[config.mk]
export PLATFORM = sky130hd
export DESIGN_NAME = gate_input_debounce
export DESIGN_NICKNAME = d
export VERILOG_FILES = /design/src/rtl/gate_input_debounce.sv
export SDC_FILE = /design/constraint.sdc
export NUM_CORES = 1
export LEC_CHECK = 0
export BUFFER_PORTS_ARGS = -buffer_cell sky130_fd_sc_hd__buf_2
export CORE_UTILIZATION = 25
export CTS_CLUSTER_DIAMETER = 80
export DETAILED_ROUTE_END_ITERATION = 10
export GPL_ROUTABILITY_DRIVEN = 0
export HOLD_SLACK_MARGIN = 0.05
export REMOVE_ABC_BUFFERS = 1
export SYNTH_ARGS = -nofsm -noshare
export SYNTH_HDL_FRONTEND = slang
export SYNTH_SLANG_ARGS = --single-unit
[constraint.sdc]
create_clock -name clk -period 2.2 [get_ports clk]
set_clock_uncertainty 0.05 [all_clocks]
set_input_delay 0.11 -clock clk [delete_from_list [all_inputs] [get_ports clk]]
set_output_delay 0.11 -clock clk [all_outputs]
set_load 0.005 [all_outputs]
[src/rtl/gate_input_debounce.sv]
// gate_input_debounce: two-channel synchronizer + debouncer feeding the A/B
// inputs of the downstream two-input gate cells. Each channel produces a clean
// level plus one-cycle rise/fall pulses, all driven directly from flops.
//
// Optional build macro GATE_DEBOUNCE_GLITCH_CNT_EN adds per-channel 8-bit
// saturating counters of rejected bounces (A_glitch_cnt / B_glitch_cnt).

// Single debounce channel: 2-flop synchronizer followed by a counter FSM.
module gate_debounce_channel #(
  parameter int unsigned DEBOUNCE_CYCLES = 4,
  parameter int unsigned CNT_W           = 8
) (
  input  logic             clk,
  input  logic             rst_n,
  input  logic             raw,
  output logic             lvl,
  output logic             rise,
  output logic             fall
`ifdef GATE_DEBOUNCE_GLITCH_CNT_EN
  ,
  output logic [7:0]       glitch_cnt
`endif
);

  // Terminal count: the Nth consecutive sample of a new level commits it.
  localparam logic [CNT_W-1:0] CNT_LAST = CNT_W'(DEBOUNCE_CYCLES - 1);

  typedef enum logic [1:0] {
    ST_STABLE_LOW  = 2'd0,
    ST_WAIT_HIGH   = 2'd1,
    ST_STABLE_HIGH = 2'd2,
    ST_WAIT_LOW    = 2'd3
  } state_e;

  logic             s1;
  logic             s2;
  state_e           state;
  logic [CNT_W-1:0] cnt;

  // Two-flop synchronizer; only s2 is visible to the FSM.
  always_ff @(posedge clk or negedge rst_n) begin
    if (!rst_n) begin
      s1 <= 1'b0;
      s2 <= 1'b0;
    end else begin
      s1 <= raw;
      s2 <= s1;
    end
  end

  // Debounce FSM: a new level must persist DEBOUNCE_CYCLES samples to commit.
  always_ff @(posedge clk or negedge rst_n) begin
    if (!rst_n) begin
      state <= ST_STABLE_LOW;
      cnt   <= '0;
      lvl   <= 1'b0;
      rise  <= 1'b0;
      fall  <= 1'b0;
    end else begin
      rise <= 1'b0;
      fall <= 1'b0;
      case (state)
        ST_STABLE_LOW: begin
          if (s2) begin
            state <= ST_WAIT_HIGH;
            cnt   <= CNT_W'(1);
          end else begin
            cnt   <= '0;
          end
        end
        ST_WAIT_HIGH: begin
          if (!s2) begin
            state <= ST_STABLE_LOW;
            cnt   <= '0;
          end else if (cnt == CNT_LAST) begin
            state <= ST_STABLE_HIGH;
            cnt   <= '0;
            lvl   <= 1'b1;
            rise  <= 1'b1;
          end else begin
            cnt   <= cnt + CNT_W'(1);
          end
        end
        ST_STABLE_HIGH: begin
          if (!s2) begin
            state <= ST_WAIT_LOW;
            cnt   <= CNT_W'(1);
          end else begin
            cnt   <= '0;
          end
        end
        ST_WAIT_LOW: begin
          if (s2) begin
            state <= ST_STABLE_HIGH;
            cnt   <= '0;
          end else if (cnt == CNT_LAST) begin
            state <= ST_STABLE_LOW;
            cnt   <= '0;
            lvl   <= 1'b0;
            fall  <= 1'b1;
          end else begin
            cnt   <= cnt + CNT_W'(1);
          end
        end
        default: begin
          state <= ST_STABLE_LOW;
          cnt   <= '0;
        end
      endcase
    end
  end

`ifdef GATE_DEBOUNCE_GLITCH_CNT_EN
  localparam int unsigned GLITCH_W   = 8;
  localparam logic [GLITCH_W-1:0] GLITCH_MAX = GLITCH_W'(255);

  logic bounce_c;

  // A bounce is a pending change abandoned before reaching terminal count.
  assign bounce_c = ((state == ST_WAIT_HIGH) && !s2) ||
                    ((state == ST_WAIT_LOW)  &&  s2);

  // Saturating count of rejected bounces; cleared only by reset.
  always_ff @(posedge clk or negedge rst_n) begin
    if (!rst_n) begin
      glitch_cnt <= '0;
    end else if (bounce_c && (glitch_cnt != GLITCH_MAX)) begin
      glitch_cnt <= glitch_cnt + GLITCH_W'(1);
    end
  end
`endif

endmodule

// Top level: two fully independent debounce channels.
module gate_input_debounce #(
  parameter int unsigned DEBOUNCE_CYCLES = 4,
  parameter int unsigned CNT_W           = 8
) (
  input  logic       clk,
  input  logic       rst_n,
  input  logic       A_raw,
  input  logic       B_raw,
  output logic       A_out,
  output logic       B_out,
  output logic       A_rise,
  output logic       A_fall,
  output logic       B_rise,
  output logic       B_fall
`ifdef GATE_DEBOUNCE_GLITCH_CNT_EN
  ,
  output logic [7:0] A_glitch_cnt,
  output logic [7:0] B_glitch_cnt
`endif
);

  // Channel A conditioner.
  gate_debounce_channel #(
    .DEBOUNCE_CYCLES (DEBOUNCE_CYCLES),
    .CNT_W           (CNT_W)
  ) u_chan_a (
    .clk        (clk),
    .rst_n      (rst_n),
    .raw        (A_raw),
    .lvl        (A_out),
    .rise       (A_rise),
    .fall       (A_fall)
`ifdef GATE_DEBOUNCE_GLITCH_CNT_EN
    ,
    .glitch_cnt (A_glitch_cnt)
`endif
  );

  // Channel B conditioner.
  gate_debounce_channel #(
    .DEBOUNCE_CYCLES (DEBOUNCE_CYCLES),
    .CNT_W           (CNT_W)
  ) u_chan_b (
    .clk        (clk),
    .rst_n      (rst_n),
    .raw        (B_raw),
    .lvl        (B_out),
    .rise       (B_rise),
    .fall       (B_fall)
`ifdef GATE_DEBOUNCE_GLITCH_CNT_EN
    ,
    .glitch_cnt (B_glitch_cnt)
`endif
  );

endmodule

After elaboration in Yosys (flattened, before gate mapping) --
Index checks and enable logic that the tools add are counted.
Storage, ports and cells: bits of input ports 4, output and inout port bits 6, word-level logic and storage cells 94, register bits after elaboration 30
Operators by class: add/sub/neg operators 2, equal/unequal tests 24, mux-type cells 46, reduce and logical (&&, ||, !) cells 8
Operators with widths (count):
- one-hot mux 8 bit (4 select lines) | 2
- two-way mux 8 bit | 6
- two-way mux 2 bit | 12
- two-way mux 1 bit | 22
- adder 8 x 1 -> 8 bit (second input constant) | 2
- equality test 8 x 2 -> 1 bit (second input constant) | 2
- != test 2 x 1 -> 1 bit (second input constant) | 8
- one-hot mux 2 bit (4 select lines) | 2
- AND reduction 5 bit | 2
- equality test 2 bit (second input constant) | 4
- != test 2 bit (second input constant) | 4
- AND reduction 4 bit | 2
- != test 3 x 1 -> 1 bit (second input constant) | 2
- != test 3 bit (second input constant) | 2
- equality test 2 x 1 -> 1 bit (second input constant) | 2
- zero test 2 bit | 2
- one-hot mux 1 bit (2 select lines) | 2
- nonzero test 2 bit | 2

Depth between registers and ports, before layout --
depth in word-level cells 4, mapped depth 4, mapped depth without buffers 4

Modules after synthesis --
Synthesis repeated with hierarchy kept, for this count alone.
Unflattened totals: cell total of the unflattened synthesis 109, area, all modules 1266.2 sq um
By module, submodules not included:
- gate_debounce_channel (u_chan_a) | cells each 56, seq. area each 375.4 sq um, times used 1, area each 641.9 sq um
- gate_debounce_channel (u_chan_b) | cells each 53, seq. area each 375.4 sq um, times used 1, area each 624.3 sq um

Least setup slack after synthesis --
OpenSTA, ideal clock, no wires.
kind flip-flop to flip-flop, start register u_chan_b.cnt[0], end register u_chan_b.lvl, period minus slack after synthesis 1746 ps, stages on the path, launching flop included 5, data required time 2026 ps, path buffers 0, setup slack 454 ps, arrival time 1572 ps, setup time 124 ps, cell sequence dfrtp_1 > ha_1 > or4b_4 > or2_4 > a211o_1
Between the ends: cells in the longest elaborated chain, start to end 3, elaborated cells on any way between the ends 4, classes of those cells 3 x eq/ne; 1 x reduce/logical
RTL lines:
- from (decl) | RTL line 38 | logic [CNT_W-1:0] cnt;
- from (signal assigned) | RTL line 81 | cnt <= cnt + CNT_W'(1);
- from (signal assigned) | RTL line 102 | cnt <= cnt + CNT_W'(1);
- equality test 8 x 2 -> 1 bit (*) | RTL line 75, 96
- != test 2 x 1 -> 1 bit (no line)
- AND reduction 5 bit (no line) (*)
- to (signal assigned) | RTL line 56 | lvl <= 1'b0;
- to (signal assigned) | RTL line 78 | lvl <= 1'b1;
- to (signal assigned) | RTL line 99 | lvl <= 1'b0;
- to (decl) | RTL line 16 | output logic lvl,
Mark *: on every way between the ends. The rest lies on a longest branch, timed or not. A chain may end at the register's enable or synchronous reset.

Worst setup path in the final report --
Ends and elaborated chain as after synthesis.

==> impl_metrics.json <==
{
  "status": "completed",
  "critical-path-slowest-cell": "or4b_4",
  "endpoint": "u_chan_b.lvl",
  "post-route-period-util_pct": 83.1,
  "clk_latency_ns": 0.28,
  "h-tree-depth": 2,
  "grt_pass1_vias": 1005,
  "relSlewSlack_pct": 56.8,
  "synth_area_sq_mm": 0.00131,
  "drc_errors": 0,
  "synthFlopType": "dfrtp_1",
  "dp_hpwl_mm": 1.64,
  "grt_usage_pct": 10.6,
  "path_cells": "ha_1 -> or4b_4 -> or2_4 -> a211o_1",
  "crit_required_ns": 2.32,
  "yosys_warnings": 0,
  "die_area_sq_mm": 0.00554,
  "via_count": 955,
  "grt_max_degree": 31,
  "drtPass1Iterations": 4,
  "synthArstFlopShare_pct": 100,
  "cp.depth": 4,
  "syn2layout_area_growth_pct": 23.0,
  "cts_tree": "done",
  "finalSetupViolations": 0,
  "critPathTopFamily": "simple AND/OR/NAND/NOR gates",
  "r2r_cells": 4,
  "nFillCells": 520,
  "synth_cells": 117,
  "antenna_found_initial": 0,
  "via_per_inst": 4.68,
  "boundaryPins": 10,
  "cp.buffers_inverters": 0,
  "cts_buffer_depth": 2,
  "worst-path-max-fanout": 5,
  "clock_sinks": 30,
  "cts-root-buf": "clkbuf_8",
  "post_drt_wl_per_cell_microns": 11.2,
  "postRouteWirelength_mm": 2.28,
  "antenna_left": 0,
  "std_cell_rows": 25,
  "start_util_pct": 26.9,
  "cts_buffers": 5,
  "drt-initial-drc-count": 109,
  "drive_gt1_share_pct": 15.3,
  "r2r_start": "u_chan_b.cnt[0]",
  "ir_drop_v": 0.000629,
  "clk_pin_slew_ns": 0.06,
  "regToRegSetupSlack_ns": 0.37,
  "cap_viol_max_count": 0,
  "clock.fmax_mhz": 547,
  "finalSetupTns_ns": 0,
  "crit_path_end_kind": "flip-flop",
  "fin_crit_ns": 1.83,
  "ys_seq_area_share_pct": 57.3,
  "worst_pin_slew_ns": 0.648,
  "cp-start-kind": "flip-flop",
  "grt_pass1_wl_mm": 4.35,
  "final_common_cell": "dfrtp_1",
  "synth_edf_count": 0,
  "path_class": "flip-flop to flip-flop",
  "hold_viol": 0,
  "avgSynthCellArea_sq_um": 11.2,
  "p_per_area_mw_per_mm2": 1060,
  "synth_seq_cells": 30,
  "r2r-end": "u_chan_b.lvl",
  "die_w_microns": 74.4,
  "rsz0062_at_grt": "no",
  "p_leak_nw": 0.676,
  "die_h_microns": 74.4,
  "min_path_type": "flip-flop to flip-flop",
  "io_buffers": 9,
  "slew_violations": 0,
  "fin_util_pct": 33.1,
  "critPathMaxStageDelay_ns": 0.48,
  "core_sq_mm": 0.00488,
  "timing.critical_path.arrival_ns": 1.94,
  "num_antenna_cells": 0,
  "final_cell_mix": "dfrtp_1, o21ai_0, buf_2",
  "post_synth_num_cell_types": 30,
  "gr-total-overflow": 0,
  "worstSetupStartpoint": "u_chan_b.cnt[0]",
  "fin_nets": 143
}
[kinds of logic (layout without fill, tap and decap cells)]
kind of cell	Yosys count	count (layout)	synth area share, %
xor gates and xnor gates	8	8	5.34
AOI/OAI and AO/OA	27	27	12.2
and+or+nand+nor	45	45	21.2
buffers and inverters	4	24	1.14
DFF	30	30	57.3
adders and majority gates	3	3	2.86
[layout make-up]
type | instances | area (sq um) | area share, %
Clock buffer | 6 | 82.6 | 5.12
Clock inverter | 2 | 60.1 | 3.72
Inverter | 4 | 15.0 | 0.931
Multi-Input combinational cell | 83 | 546 | 33.8
Sequential cell | 30 | 751 | 46.5
Tap cell | 67 | 83.8 | 5.20
Timing Repair Buffer | 12 | 75.1 | 4.65
[per-stage QoR]
step | cells | area [sq um] | hold slack (ns) | setup slack [ns] | total power [W]
finish | 204 | 1610 | 0.297 | 0.371 | 0.00170
global route | 204 | 1610 | 0.311 | 0.278 | 0.00182
CTS | 204 | 1610 | 0.299 | 0.373 | 0.00173
detailed placement | 193 | 1440 | 0.130 | 0.383 | 0.00102
global placement | 193 | 1440 | 0.122 | 0.425 | 0.00100
floorplan | 117 | 1310 | -0.236 | 0.454 | 0.000934
[per-layer routing]
| metal | GRT usage (%) | share of wire, % | up-vias |
|---|---|---|---|
| met2 | 17.7 | 52 | 12 |
| met4 | 4.19 | 1.5 | 0 |
| li1 | - | - | 464 |
| met3 | 5.28 | 3.1 | 5 |
| met1 | 11.3 | 43 | 474 |
| met5 | 0 | 0 | - |
[repair_timing]
action,in CTS,in global routing
hold buffers,3,0
setup buffers,0,0
setup endpoints to repair,0,0
resized for setup,0,0
hold endpoints to repair,32,0
[synthesized netlist by cell type (2+ instances only)]
| library cell | n | area, sq um |
|---|---|---|
| a211o_1 | 2 | 17.5 |
| a21boi_0 | 2 | 15.0 |
| a21oi_1 | 8 | 40.0 |
| a221oi_1 | 2 | 17.5 |
| dfrtp_1 | 30 | 751 |
| ha_1 | 3 | 37.5 |
| inv_1 | 4 | 15.0 |
| nand2_1 | 6 | 22.5 |
| nand3_1 | 6 | 30.0 |
| nand4_1 | 2 | 12.5 |
| nor2_1 | 8 | 30.0 |
| nor3b_1 | 2 | 15.0 |
| nor4b_1 | 2 | 17.5 |
| o21ai_0 | 11 | 55.1 |
| or3_1 | 7 | 43.8 |
| or4b_1 | 2 | 20.0 |
| xnor2_1 | 3 | 26.3 |
| xor2_1 | 5 | 43.8 |
[sequential cells by signal (all words and copies together), names as in the netlist, named ones only]
register / flops
u_chan_b.state: 1
u_chan_b.s1: 1
u_chan_a.lvl: 1
u_chan_b.rise: 1
u_chan_b.cnt: 8
u_chan_b.fall: 1
u_chan_a.s1: 1
u_chan_a.fall: 1
u_chan_a.rise: 1
u_chan_a.state: 1
u_chan_b.s2: 1
u_chan_b.lvl: 1
u_chan_a.cnt: 8
u_chan_a.s2: 1
[power by group]
group	internal (W)	total (W)	switching (W)
clock	0.000483	0.000693	0.000210
sequential	0.000631	0.000716	0.0000853
combinational	0.000132	0.000293	0.000161
[worst min-delay path by stage]
stage                                      end  cells after the start         from  slack, ns
floorplan           asynchronous set/reset pin                      0        rst_n      -0.24
global placement               u_chan_b.cnt[4]                      1        rst_n       0.12
detailed placement             u_chan_b.cnt[6]                      1        rst_n       0.13
CTS                                u_chan_b.s2                      0  u_chan_b.s1       0.30
global route                       u_chan_b.s2                      0  u_chan_b.s1       0.31
finish                             u_chan_b.s2                      0  u_chan_b.s1       0.30
Note: power is estimated with default switching activity, not from simulation.
